===== config.mk =====
export PLATFORM = sky130hd
export DESIGN_NAME = pwm_out_gen
export DESIGN_NICKNAME = d
export VERILOG_FILES = /design/src/rtl/pwm_out_pkg.sv /design/src/rtl/pwm_ramp.sv /design/src/rtl/pwm_out_gen.sv
export SDC_FILE = /design/constraint.sdc
export NUM_CORES = 1
export LEC_CHECK = 0
export ABC_AREA = 0
export CAP_MARGIN = 20
export CORE_MARGIN = 4
export CORE_UTILIZATION = 56
export DETAILED_ROUTE_END_ITERATION = 16
export GPL_TIMING_DRIVEN = 0
export PLACE_DENSITY_LB_ADDON = 0.05
export RECOVER_POWER = 100
export SLEW_MARGIN = 20
export SYNTH_ARGS = -nofsm -noshare
export SYNTH_HDL_FRONTEND = slang
export SYNTH_HIERARCHICAL = 1
export SYNTH_SLANG_ARGS = --single-unit
export TNS_END_PERCENT = 30

===== constraint.sdc =====
create_clock -name clk_clk -period 4.66 [get_ports clk_clk]
set_clock_uncertainty 0.2 [all_clocks]
set_input_delay 0.699 -clock clk_clk [delete_from_list [all_inputs] [get_ports clk_clk]]
set_output_delay 0.699 -clock clk_clk [all_outputs]
set_load 0.005 [all_outputs]

===== src/rtl/pwm_out_pkg.sv =====
// pwm_out_pkg
// Shared definitions for the PWM output generator: FSM state encoding,
// bit positions inside the stop control word and the default datapath width.
// No ports (package).

package pwm_out_pkg;

  // Datapath width used when the instantiating design does not override it.
  localparam int DEFAULT_W = 32;

  // Bit positions in the stop control word.
  localparam int STOP_GRACEFUL  = 0;
  localparam int STOP_IMMEDIATE = 1;

  typedef enum logic [1:0] {
    IDLE  = 2'd0,
    RUN   = 2'd1,
    DRAIN = 2'd2
  } pwm_state_e;

endpackage


===== src/rtl/pwm_ramp.sv =====
// pwm_ramp
// Combinational duty slew limiter. Moves the current duty toward the target
// by at most 'step', clamped so the result never overshoots the target.
// Ports:
//   cur_duty    - duty currently in effect
//   target_duty - duty requested by software
//   step        - largest change allowed in one update
//   next_duty   - duty to load at the next shadow update

module pwm_ramp #(
  parameter int W = 32
) (
  input  logic [W-1:0] cur_duty,
  input  logic [W-1:0] target_duty,
  input  logic [W-1:0] step,
  output logic [W-1:0] next_duty
);

  // The differences are only formed in the direction that cannot underflow,
  // and cur +/- step is only used when the gap exceeds step, so nothing wraps.
  always_comb begin
    next_duty = target_duty;
    if (target_duty > cur_duty) begin
      if ((target_duty - cur_duty) > step) next_duty = cur_duty + step;
    end else begin
      if ((cur_duty - target_duty) > step) next_duty = cur_duty - step;
    end
  end

endmodule


===== src/rtl/pwm_out_gen.sv =====
// pwm_out_gen
// PWM generator fed by the Nios period/duty/stop PIO words. Period and duty
// are double-buffered into shadow registers that only update at period
// boundaries, so software writes never cause runt or glitched pulses.
// Stop is graceful (finish the current period) or immediate.
// Optional build macro: PWM_RAMP_EN - slew-limit duty changes by RAMP_STEP
// per period, starting every run from zero duty (soft start).
// Ports:
//   clk_clk       - system clock (same domain as the PIOs)
//   reset_reset_n - asynchronous active-low reset
//   period_in     - requested period in clocks
//   duty_in       - requested high time in clocks
//   stop_in       - bit 0 graceful stop, bit 1 immediate stop, rest ignored
//   pwm_out       - registered PWM waveform
//   period_tick   - one-cycle pulse on the last clock of each running period
//   active        - high while the generator is running or draining

module pwm_out_gen
  import pwm_out_pkg::*;
#(
  parameter int W          = DEFAULT_W,
  parameter int MIN_PERIOD = 2,
  parameter int RAMP_STEP  = 1000
) (
  input  logic         clk_clk,
  input  logic         reset_reset_n,
  input  logic [W-1:0] period_in,
  input  logic [W-1:0] duty_in,
  input  logic [31:0]  stop_in,
  output logic         pwm_out,
  output logic         period_tick,
  output logic         active
);

  localparam logic [W-1:0] MIN_P = W'(MIN_PERIOD);

  logic [W-1:0] r_period, r_duty;
  logic [1:0]   r_stop;

  pwm_state_e   state, state_next;
  logic [W-1:0] cnt, cnt_next;
  logic [W-1:0] period_sh, period_next;
  logic [W-1:0] duty_sh, duty_next;
  logic [W-1:0] duty_load;
  logic         end_of_period;
  logic         period_ok;

  assign end_of_period = (cnt == (period_sh - W'(1)));
  assign period_ok     = (r_period >= MIN_P);

`ifdef PWM_RAMP_EN
  // A run always starts ramping from zero; later loads ramp from the
  // duty currently in effect.
  logic [W-1:0] ramp_cur;
  logic         unused_stop;

  assign ramp_cur    = (state == IDLE) ? '0 : duty_sh;
  assign unused_stop = ^stop_in[31:2];

  pwm_ramp #(.W(W)) u_ramp (
    .cur_duty    (ramp_cur),
    .target_duty (r_duty),
    .step        (W'(RAMP_STEP)),
    .next_duty   (duty_load)
  );
`else
  logic unused_cfg;

  assign duty_load  = r_duty;
  assign unused_cfg = ^{stop_in[31:2], 32'(RAMP_STEP)};
`endif

  // Input stage; the PIOs share this clock so no synchronizer is needed.
  always_ff @(posedge clk_clk or negedge reset_reset_n) begin
    if (!reset_reset_n) begin
      r_period <= '0;
      r_duty   <= '0;
      r_stop   <= '0;
    end else begin
      r_period <= period_in;
      r_duty   <= duty_in;
      r_stop   <= stop_in[1:0];
    end
  end

  // State, counter and shadow registers.
  always_ff @(posedge clk_clk or negedge reset_reset_n) begin
    if (!reset_reset_n) begin
      state     <= IDLE;
      cnt       <= '0;
      period_sh <= '0;
      duty_sh   <= '0;
    end else begin
      state     <= state_next;
      cnt       <= cnt_next;
      period_sh <= period_next;
      duty_sh   <= duty_next;
    end
  end

  // Next-state logic. Immediate stop is checked before graceful stop so it
  // wins when both bits are set. A graceful stop arriving exactly on a
  // boundary still lets that boundary reload, then drains the new period.
  always_comb begin
    state_next  = state;
    cnt_next    = cnt;
    period_next = period_sh;
    duty_next   = duty_sh;
    case (state)
      IDLE: begin
        if ((r_stop == 2'b00) && period_ok) begin
          state_next  = RUN;
          cnt_next    = '0;
          period_next = r_period;
          duty_next   = duty_load;
        end
      end
      RUN: begin
        if (r_stop[STOP_IMMEDIATE]) begin
          state_next = IDLE;
          cnt_next   = '0;
        end else begin
          if (r_stop[STOP_GRACEFUL]) state_next = DRAIN;
          if (end_of_period) begin
            cnt_next  = '0;
            duty_next = duty_load;
            if (period_ok) period_next = r_period;
          end else begin
            cnt_next = cnt + W'(1);
          end
        end
      end
      DRAIN: begin
        if (r_stop[STOP_IMMEDIATE] || end_of_period) begin
          state_next = IDLE;
          cnt_next   = '0;
        end else begin
          cnt_next = cnt + W'(1);
        end
      end
      default: begin
        state_next = IDLE;
        cnt_next   = '0;
      end
    endcase
  end

  // Outputs are registered from the same state/cnt so pwm_out, period_tick
  // and active stay cycle-aligned; duty_sh >= period_sh naturally yields a
  // constant high because cnt never reaches period_sh.
  always_ff @(posedge clk_clk or negedge reset_reset_n) begin
    if (!reset_reset_n) begin
      pwm_out     <= 1'b0;
      period_tick <= 1'b0;
      active      <= 1'b0;
    end else begin
      pwm_out     <= (state != IDLE) && (cnt < duty_sh);
      period_tick <= (state != IDLE) && end_of_period;
      active      <= (state != IDLE);
    end
  end

endmodule


# --- Word-level counts from Yosys, hierarchy flattened ---
# Cells that the tools add are included.
totals:
  register_bits: 167
  ramBits: 0
  romBits: 0
  n_memories: 0
  latchBits: 0
  input_bits: 98
  wordCells: 53
  output_inout_bits: 3
classes:
  bitwise: 0
  muxes: 19
  eq_ne: 9
  n_lt_le_gt_ge: 2
  n_addsub: 2
  shifts: 0
  mul: 0
  n_reduce_logical: 11
  div_mod_pow: 0
ops:
  columns: ["op", "n"]
  rows:
  - ["two-way mux 32 bit", 11]
  - ["one-hot mux 32 bit (2 select lines)", 2]
  - ["one-hot mux 32 bit (3 select lines)", 1]
  - ["adder 32 x 1 -> 32 bit (second input constant)", 1]
  - ["== test 32 bit", 1]
  - ["greater-or-equal comparator 32 x 2 -> 1 bit (second input constant)", 1]
  - ["< comparator 32 bit", 1]
  - ["subtractor 32 x 1 -> 32 bit (second input constant)", 1]
  - ["inequality test 2 bit (second input constant)", 5]
  - ["two-way mux 2 bit", 4]
  - ["one-hot mux 2 bit (3 select lines)", 1]
  - ["AND reduction 5 bit", 1]
  - ["zero test 2 bit", 2]
  - ["AND reduction 4 bit", 1]
  - ["nonzero test 2 bit", 2]
  - ["logical AND 1 bit", 3]
  - ["inequality test 3 bit (second input constant)", 1]
  - ["AND reduction 3 bit", 1]
  - ["== test 2 x 1 -> 1 bit (second input constant)", 1]
  - ["== test 2 bit (second input constant)", 1]
  - ["logical OR 1 bit", 1]

# --- Depth between registers and ports, before layout ---
# Gate-level depths: netlist of run 1.
logic_depth:
  ltp_word: 5
  depth_mapped: 14
  ltp_nobuf: 11

# --- Worst setup path after synthesis of run 1 ---
# No wires, ideal clock.
synth_timing:
  kind: "register to register"
  from: "reg period_sh[2]"
  to: "reg period_sh[0]"
  path_slack_ps: 749
  synth_period_minus_slack_ps: 3911
  path_stages_with_launch: 13
  setup_ps: 127
  t_required_ps: 4333
  arrival_ps: 3584
  n_path_buf: 3
  cell_sequence: "dfrtp_1 > clkbuf_1 > nor4_1 > buf_2 > nand3_1 > or4_1 > mux2_2 > o21ai_0 > nand4b_1 > or4_4 > a211oi_4 > buf_6 > mux2_1"
synth_between:
  elab_chain_len: 4
synth_lines:
  columns: ["element", "line", "rtl"]
  rows:
  - ["from (decl)", "pwm_out_gen.sv:42", "logic [W-1:0] period_sh, period_next;"]
  - ["from (signal assigned)", "pwm_out_gen.sv:96", "period_sh <= period_next;"]
  - ["subtractor 32 x 1 -> 32 bit", "pwm_out_gen.sv:48", "assign end_of_period = (cnt == (period_sh - W'(1)));"]
  - ["== test 32 bit", "pwm_out_gen.sv:48", null]
  - ["inequality test 2 bit (no line)", null, null]
  - ["AND reduction 5 bit (no line)", null, null]
# No other way between the ends.
# A chain may end at the register's enable or synchronous reset.

# --- Worst setup path in the final report of run 1 ---
layout_timing:
  from: "reg period_sh[6]"
  to: "reg period_sh[26]"
# Same word-level chain as after synthesis.

==> reports/results.ini, run 1 <==
[outcome]
status=finished, violations left
failed_checks=max-capacitance violations, max-slew violations

[timing]
setup_ws_ns=0.157
setup_viol=0
max_freq_ghz=0.222
period_needed_ns=4.50
tightest_slew_ns=3.45
maxSlewViolCount=65
finalHoldViolCount=0
min_period_over_period_pct=96.6
relSlewSlack_pct=-130
rsz0062_at_grt=no

[global_route]
grtUsageMet3_pct=5.49
grt.overflow.total=0
grt_pass1_vias=6575
grt_usage_pct=25.5
grt_first_pass_wirelength_um=33200
grt_use_met1_pct=33.5
antenna_found_initial=1
grt_util_met2_pct=42.6
grt_busiest_layer=met2
grt_max_degree=104

[clocking]
clock_path_buffers=2
clk_latency_ns=0.43
cts.hold.buffers_added=0
cts_sinks=167
cts-root-buf=clkbuf_16
htreeDepth=4
tritoncts=built
cts_made_buffers=17
cts.clk_slew.worst_paths_ns=0.06

[synthesis]
seq_area_frac_synth_pct=50.1
synth_compound_area_share_pct=11.0
synth_top_area_share_pct=50.1
async_flop_share_pct=100
yosysTopAreaCell=dfrtp_1
muxShareOfSynthArea_pct=9.52
synthAdderAreaFrac_pct=5.40
synth_top_family_by_area=simple AND/OR/NAND/NOR gates
ys.flop_type=dfrtp_1
synth_edf_count=0
ys_types=63
syn_area_um2=8340
ys_warn_count=6
syn_nets=911
synth-simple-area-share_pct=15.5
synth_commonest_cells=dfrtp_1 (167), mux2_1 (64), nand2_1 (60)
synth.most_common_cell=dfrtp_1
ys_seq_elements=167
synthCells=777
ys_top_cells_by_area=dfrtp_1 (50%), mux2_1 (8.6%), ha_1 (5.4%), nand2_1 (2.7%), inv_1 (2.7%)
synth.avg_cell_area_um2=10.7
synth_xor_area_share_pct=3.89

[worst_setup_path]
critPathRequiredTime_ns=4.76
cp_data_arrival_time_ns=4.60
end_kind=flip-flop
start_kind=flip-flop
r2r_slack_ns=0.16
path_delay_family=simple AND/OR/NAND/NOR gates
crit_cells=11
cp.buffers_inverters=3
setup.worst_path.start=period_sh[6]
reg2reg_to=period_sh[26]
r2r_cells=11
worstPathCellList=nor4_4 -> nand4_1 -> clkbuf_2 -> or3_1 -> o31a_1 -> or4_1 -> or4_4 -> a211oi_1 -> buf_4 -> buf_6 -> mux2_1
crit_type=reg2reg
worstPathMaxFanout=10
endpoint=period_sh[26]
slowest_stage=or4_4
max_stage_delay_ns=0.53
r2r_start=period_sh[6]

[cells_and_area]
fin_area_um2=10000
antenna_cells=0
multi_input_area_um2=3810
regArea_um2=4180
post-route-util_pct=68.8
synthToLayoutAreaGrowth_pct=20.0
nNetsFinal=1006
final_cells=1068
n_fill_cell=1102
final_layout_size_suffix_gt1_share_pct=7.24

[min_path]
hp-class=reg2reg

[placement]
placed_cell_area_um2=9300
dpl.cell_count=1032
post-dp-hpwl_um=15100
io_buffers=70
place_congestion=0.890
post-place-ws_ns=-0.237

[drt]
dr.pass1.iters=5
drc=0
via_per_inst=6.05
wl_um=20500
wire_per_inst_um=19.2
ant_nets=0
vias=6457
drt_iter0_drc=379

[floorplan]
num_rows=44
fp.dieW_um=130
die_area_um2=16900
start_util_pct=57.4
core_area_um2=14500
fp.dieH_um=130
io_pins=101

[flow_run]
maxCapViolations=1

[pwr]
worst_ir_drop_vdd_v=0.000317
p_leak_nw=4.23
cellPowerDensity_nw_per_um2=534

layout make-up:
cell class,count,share of cell area [%]
buffer,33,1.70
clock buffer,21,4.50
clock inverter,10,1.70
inverter,59,2.21
multi-input combinational,518,38.1
sequential,167,41.8
tap,184,2.30
timing repair buffer,76,7.72
registers in the layout, summed over array words and instances, names as in the netlist:
name,count
active,1
cnt,32
duty_load,32
duty_sh,32
period_sh,32
period_tick,1
pwm_out,1
r_period,32
r_stop,2
state,2
worst min path at each step:
stage | from | to | slack (ns) | cells past startpoint
after CTS | reset_reset_n | period_sh[8] | 0.02 | 1
after detailed placement | r_period[0] | period_sh[0] | 0.25 | 1
after global placement | duty_load[24] | duty_sh[24] | 0.24 | 1
after global routing | duty_load[9] | duty_sh[9] | 0.28 | 1
final | duty_load[23] | duty_sh[23] | 0.26 | 1
after floorplan | reset_reset_n | active | 0.20 | 0
worst register-to-register path: stages, from the launching register on:
cell and delay (ns):
dfrtp_1 0.48, nor4_4 0.44, nand4_1 0.28, clkbuf_2 0.29
or3_1 0.40, o31a_1 0.32, or4_1 0.41, or4_4 0.53
a211oi_1 0.30, buf_4 0.22, buf_6 0.17, mux2_1 0.34
layout by cell type (no fill, tap or decap), types with 7 or more instances in the layout:
cell	instances
clkbuf_2	7
o21ai_0	22
nand3_1	21
ha_1	36
o31ai_1	9
nand4_1	19
a21o_1	8
dfrtp_1	167
a21oi_1	12
o22ai_1	14
mux2_1	64
xnor2_1	23
inv_1	59
nor2b_1	7
nand2_1	60
clkbuf_16	17
and3_1	11
xor2_1	14
buf_4	7
nor4_1	19
nor2_1	32
a31oi_1	21
dlygate4sd3_1	69
nor3_1	21
clkbuf_1	22
metrics by stage:
step / power [mW] / hold slack [ns] / TNS [ns]
2_1_floorplan: 3.25 / 0.203 / 0
3_3_place_gp: 3.71 / 0.244 / -608.10
3_5_place_dp: 3.81 / 0.247 / -9.86
4_1_cts: 5.35 / 0.0174 / 0
5_1_grt: 5.68 / 0.284 / 0
6_report: 5.34 / 0.259 / 0
routing by layer:
layer / wire, µm / part of all wire (%) / vias to the layer above
li1: - / - / 3010
met1: 8770 / 43 / 3222
met2: 10300 / 50 / 186
met3: 985 / 4.8 / 39
met4: 446 / 2.2 / 0
met5: 0 / 0 / -
power breakdown:
part | switching, mW | internal, mW | leakage (nW)
registers | 0.329 | 1.79 | 2.03
logic | 0.950 | 0.780 | 1.91
clock network | 0.579 | 0.914 | 0.294
what timing repair did:
action                                 4_1_cts  5_1_grt
setup buffers                                2        3
setup endpoints to repair                   86       96
endpoints found under the hold margin        0        0
pin swaps                                    2        3
gates resized for setup                      6       14
logic make-up (layout without fill, tap and decap cells):
| group | after synthesis | in the layout |
|---|---|---|
| compound gates | 132 | 132 |
| fa+ha+maj | 36 | 36 |
| xor+xnor | 37 | 37 |
| buf+inv | 92 | 199 |
| simple gates | 242 | 242 |
| flops | 167 | 167 |
| mux | 71 | 71 |
(Power assumes the default switching activity.)
==> run 2: changes to the inputs <==
--- a/config.mk
+++ b/config.mk
@@ -13,6 +13,7 @@
 export GPL_TIMING_DRIVEN = 0
 export PLACE_DENSITY_LB_ADDON = 0.05
 export RECOVER_POWER = 100
+export SKIP_CTS_REPAIR_TIMING = 1
 export SLEW_MARGIN = 20
 export SYNTH_ARGS = -nofsm -noshare
 export SYNTH_HDL_FRONTEND = slang
==> run 2 against run 1 <==
  * The run still ends with max-capacitance violations, max-slew violations left
  * Design area hardly changed
  * Combinational power hardly changed
  * Utilization about the same
  * Wire length rose by 0.14%
  * Critical path type unchanged
  * Largest cell class unchanged
  * Largest power group unchanged
==> reports/results.ini, run 2 (synthesis results as in run 1) <==
[global_route]
antenna_found_initial=0  ; -1
grt_usage_pct=25.5  ; about the same
grt.overflow.total=0  ; unchanged
grt_pass1_vias=6592  ; +0.26%
grt_max_degree=104  ; unchanged
grt_first_pass_wirelength_um=33200  ; -0.12%

[drt]
vias=6428  ; -0.45%
ant_nets=0  ; unchanged
wl_met2_um=10300  ; -0.13%
wl_um=20600  ; +0.14%
via_per_inst=6.02  ; -0.45%
drc=0  ; unchanged
wl_met3_um=1090  ; +10%
wire_per_inst_um=19.3  ; +0.14%
dr.pass1.iters=5  ; unchanged
highest_layer=met4
drt_iter0_drc=381  ; +0.53%
drt-met1-wl_um=8720  ; -0.63%

[floorplan]
core_area_um2=14500  ; unchanged
fp.dieW_um=130  ; unchanged
die_area_um2=16900  ; unchanged
fp.dieH_um=130  ; unchanged
num_rows=44  ; unchanged
io_pins=101  ; unchanged
start_util_pct=57.4  ; unchanged

[min_path]
min_path_cells=1  ; unchanged
hp-class=reg2reg

[worst_setup_path]
worstPathMaxFanout=10  ; unchanged
crit_type=reg2reg
reg2reg_to=period_sh[26]
start_kind=flip-flop
max_stage_delay_ns=0.55  ; +0.02 ns
endpoint=period_sh[26]
cp_data_arrival_time_ns=4.60  ; about the same
critPathRequiredTime_ns=4.76  ; about the same
worstPathCellList=nor4_4 -> nand4_1 -> clkbuf_2 -> or3_1 -> o31a_1 -> or4_1 -> or4_4 -> a211oi_4 -> clkbuf_2 -> buf_4 -> mux2_1
end_kind=flip-flop
r2r_cells=11  ; unchanged
cpMostUsedCell=clkbuf_2
setup.worst_path.start=period_sh[6]
slowest_stage=or4_4
r2r_start=period_sh[6]
r2r_slack_ns=0.17  ; about the same

[cells_and_area]
antenna_cells=0  ; unchanged
final_common_cell=dfrtp_1
n_fill_cell=1104  ; +0.18%
synthToLayoutAreaGrowth_pct=20.1  ; about the same
multi_input_area_um2=3830  ; +0.56%
final_cell_mix=dfrtp_1 (167), dlygate4sd3_1 (69), mux2_1 (64)
regArea_um2=4180  ; unchanged
final_cells=1068  ; unchanged
final_layout_size_suffix_gt1_share_pct=7.24  ; unchanged
nNetsFinal=1006  ; unchanged

[timing]
max_freq_ghz=0.223  ; +0.20%
relSlewSlack_pct=-129  ; +0.33 points
maxSlewViolCount=65  ; unchanged
period_needed_ns=4.49  ; -0.00891 ns
tns_ns=0  ; unchanged
setup_viol=0  ; unchanged
tightest_slew_ns=3.44  ; -0.00495 ns
finalHoldViolCount=0  ; unchanged
min_period_over_period_pct=96.4  ; -0.19 points
rsz0062_at_grt=no

[clocking]
clock_path_buffers=2  ; unchanged
htreeDepth=4  ; unchanged
cts-root-buf=clkbuf_16
cts_made_buffers=17  ; unchanged
tritoncts=built
cts.clk_slew.worst_paths_ns=0.06  ; about the same
clk_latency_ns=0.43  ; about the same
cts_sinks=167  ; unchanged

[flow_run]
maxCapViolations=1  ; unchanged

[pwr]
p_comb_share_pct=32.5  ; about the same
cellPowerDensity_nw_per_um2=534  ; about the same
switching_share_pct=35.0  ; +0.17 points
internal_power_mw=3.48  ; -0.14%
p_clk_share_pct=27.9  ; about the same
seq_power_share_pct=39.6  ; about the same
worst_ir_drop_vdd_v=0.000317  ; about the same
net-switching-power_mw=1.87  ; +0.60%
p_leak_nw=4.23  ; -0.12%

[placement]
dpl.cell_count=1032  ; unchanged
place_congestion=0.890  ; unchanged
post-dp-hpwl_um=15100  ; unchanged
io_buffers=70  ; unchanged

[outcome]
status=finished, violations left
failed_checks=max-capacitance violations, max-slew violations

## run 2: worst min path at each step
stage,end,slack (ns),start
final,duty_sh[23],0.26,duty_load[23]
after global routing,duty_sh[9],0.28,duty_load[9]
after CTS,period_sh[8],0.02,reset_reset_n
after detailed placement,period_sh[0],0.25,r_period[0]
after global placement,duty_sh[24],0.24,duty_load[24]
after floorplan,active,0.20,reset_reset_n
## run 2: worst max-delay path, delay by kind of cell, from the launching register on
| kind | cells | cell delay (ns) |
|---|---|---|
| simple gates | 5 | 2.07 |
| buf+inv | 3 | 0.73 |
| compound gates | 2 | 0.54 |
| mux | 1 | 0.35 |
| flops | 1 | 0.48 |
## run 2: layout make-up
| type | instances | area share [%] |
|---|---|---|
| inverters | 59 | 2.21 |
| clock buffers | 21 | 4.50 |
| clock inverters | 10 | 1.70 |
| flip-flops and latches | 167 | 41.7 |
| repair buffers | 76 | 7.65 |
| multi-input cells | 518 | 38.3 |
| plain buffers | 33 | 1.60 |
| well taps | 184 | 2.30 |
## run 2: per-layer routing
layer  GRT usage (%)  vias to the layer above
met5               0                        -
met4            8.86                        0
met3            5.73                       42
met2            42.4                      190
met1            33.3                     3194
li1                -                     3002
## run 2: power groups by stage
stage               clock, mW  combinational, mW  sequential [mW]
floorplan                   0               1.24             2.01
global placement            0               1.60             2.11
detailed placement          0               1.69             2.13
CTS                      1.52               1.71             2.10
global route             1.58               1.93             2.16
finish                   1.49               1.74             2.12
## run 2: through the flow
step                utilization, %  area [µm²]  hold WS [ns]  power [mW]  setup slack (ns)
finish                        68.9       10000         0.259        5.35             0.166
global route                  68.9       10000         0.284        5.68            0.0105
CTS                           68.3        9920        0.0174        5.32            -0.260
detailed placement            64.0        9300         0.247        3.81            -0.237
global placement              63.8        9270         0.244        3.71             -3.59
floorplan                        -        8340         0.203        3.25             0.749
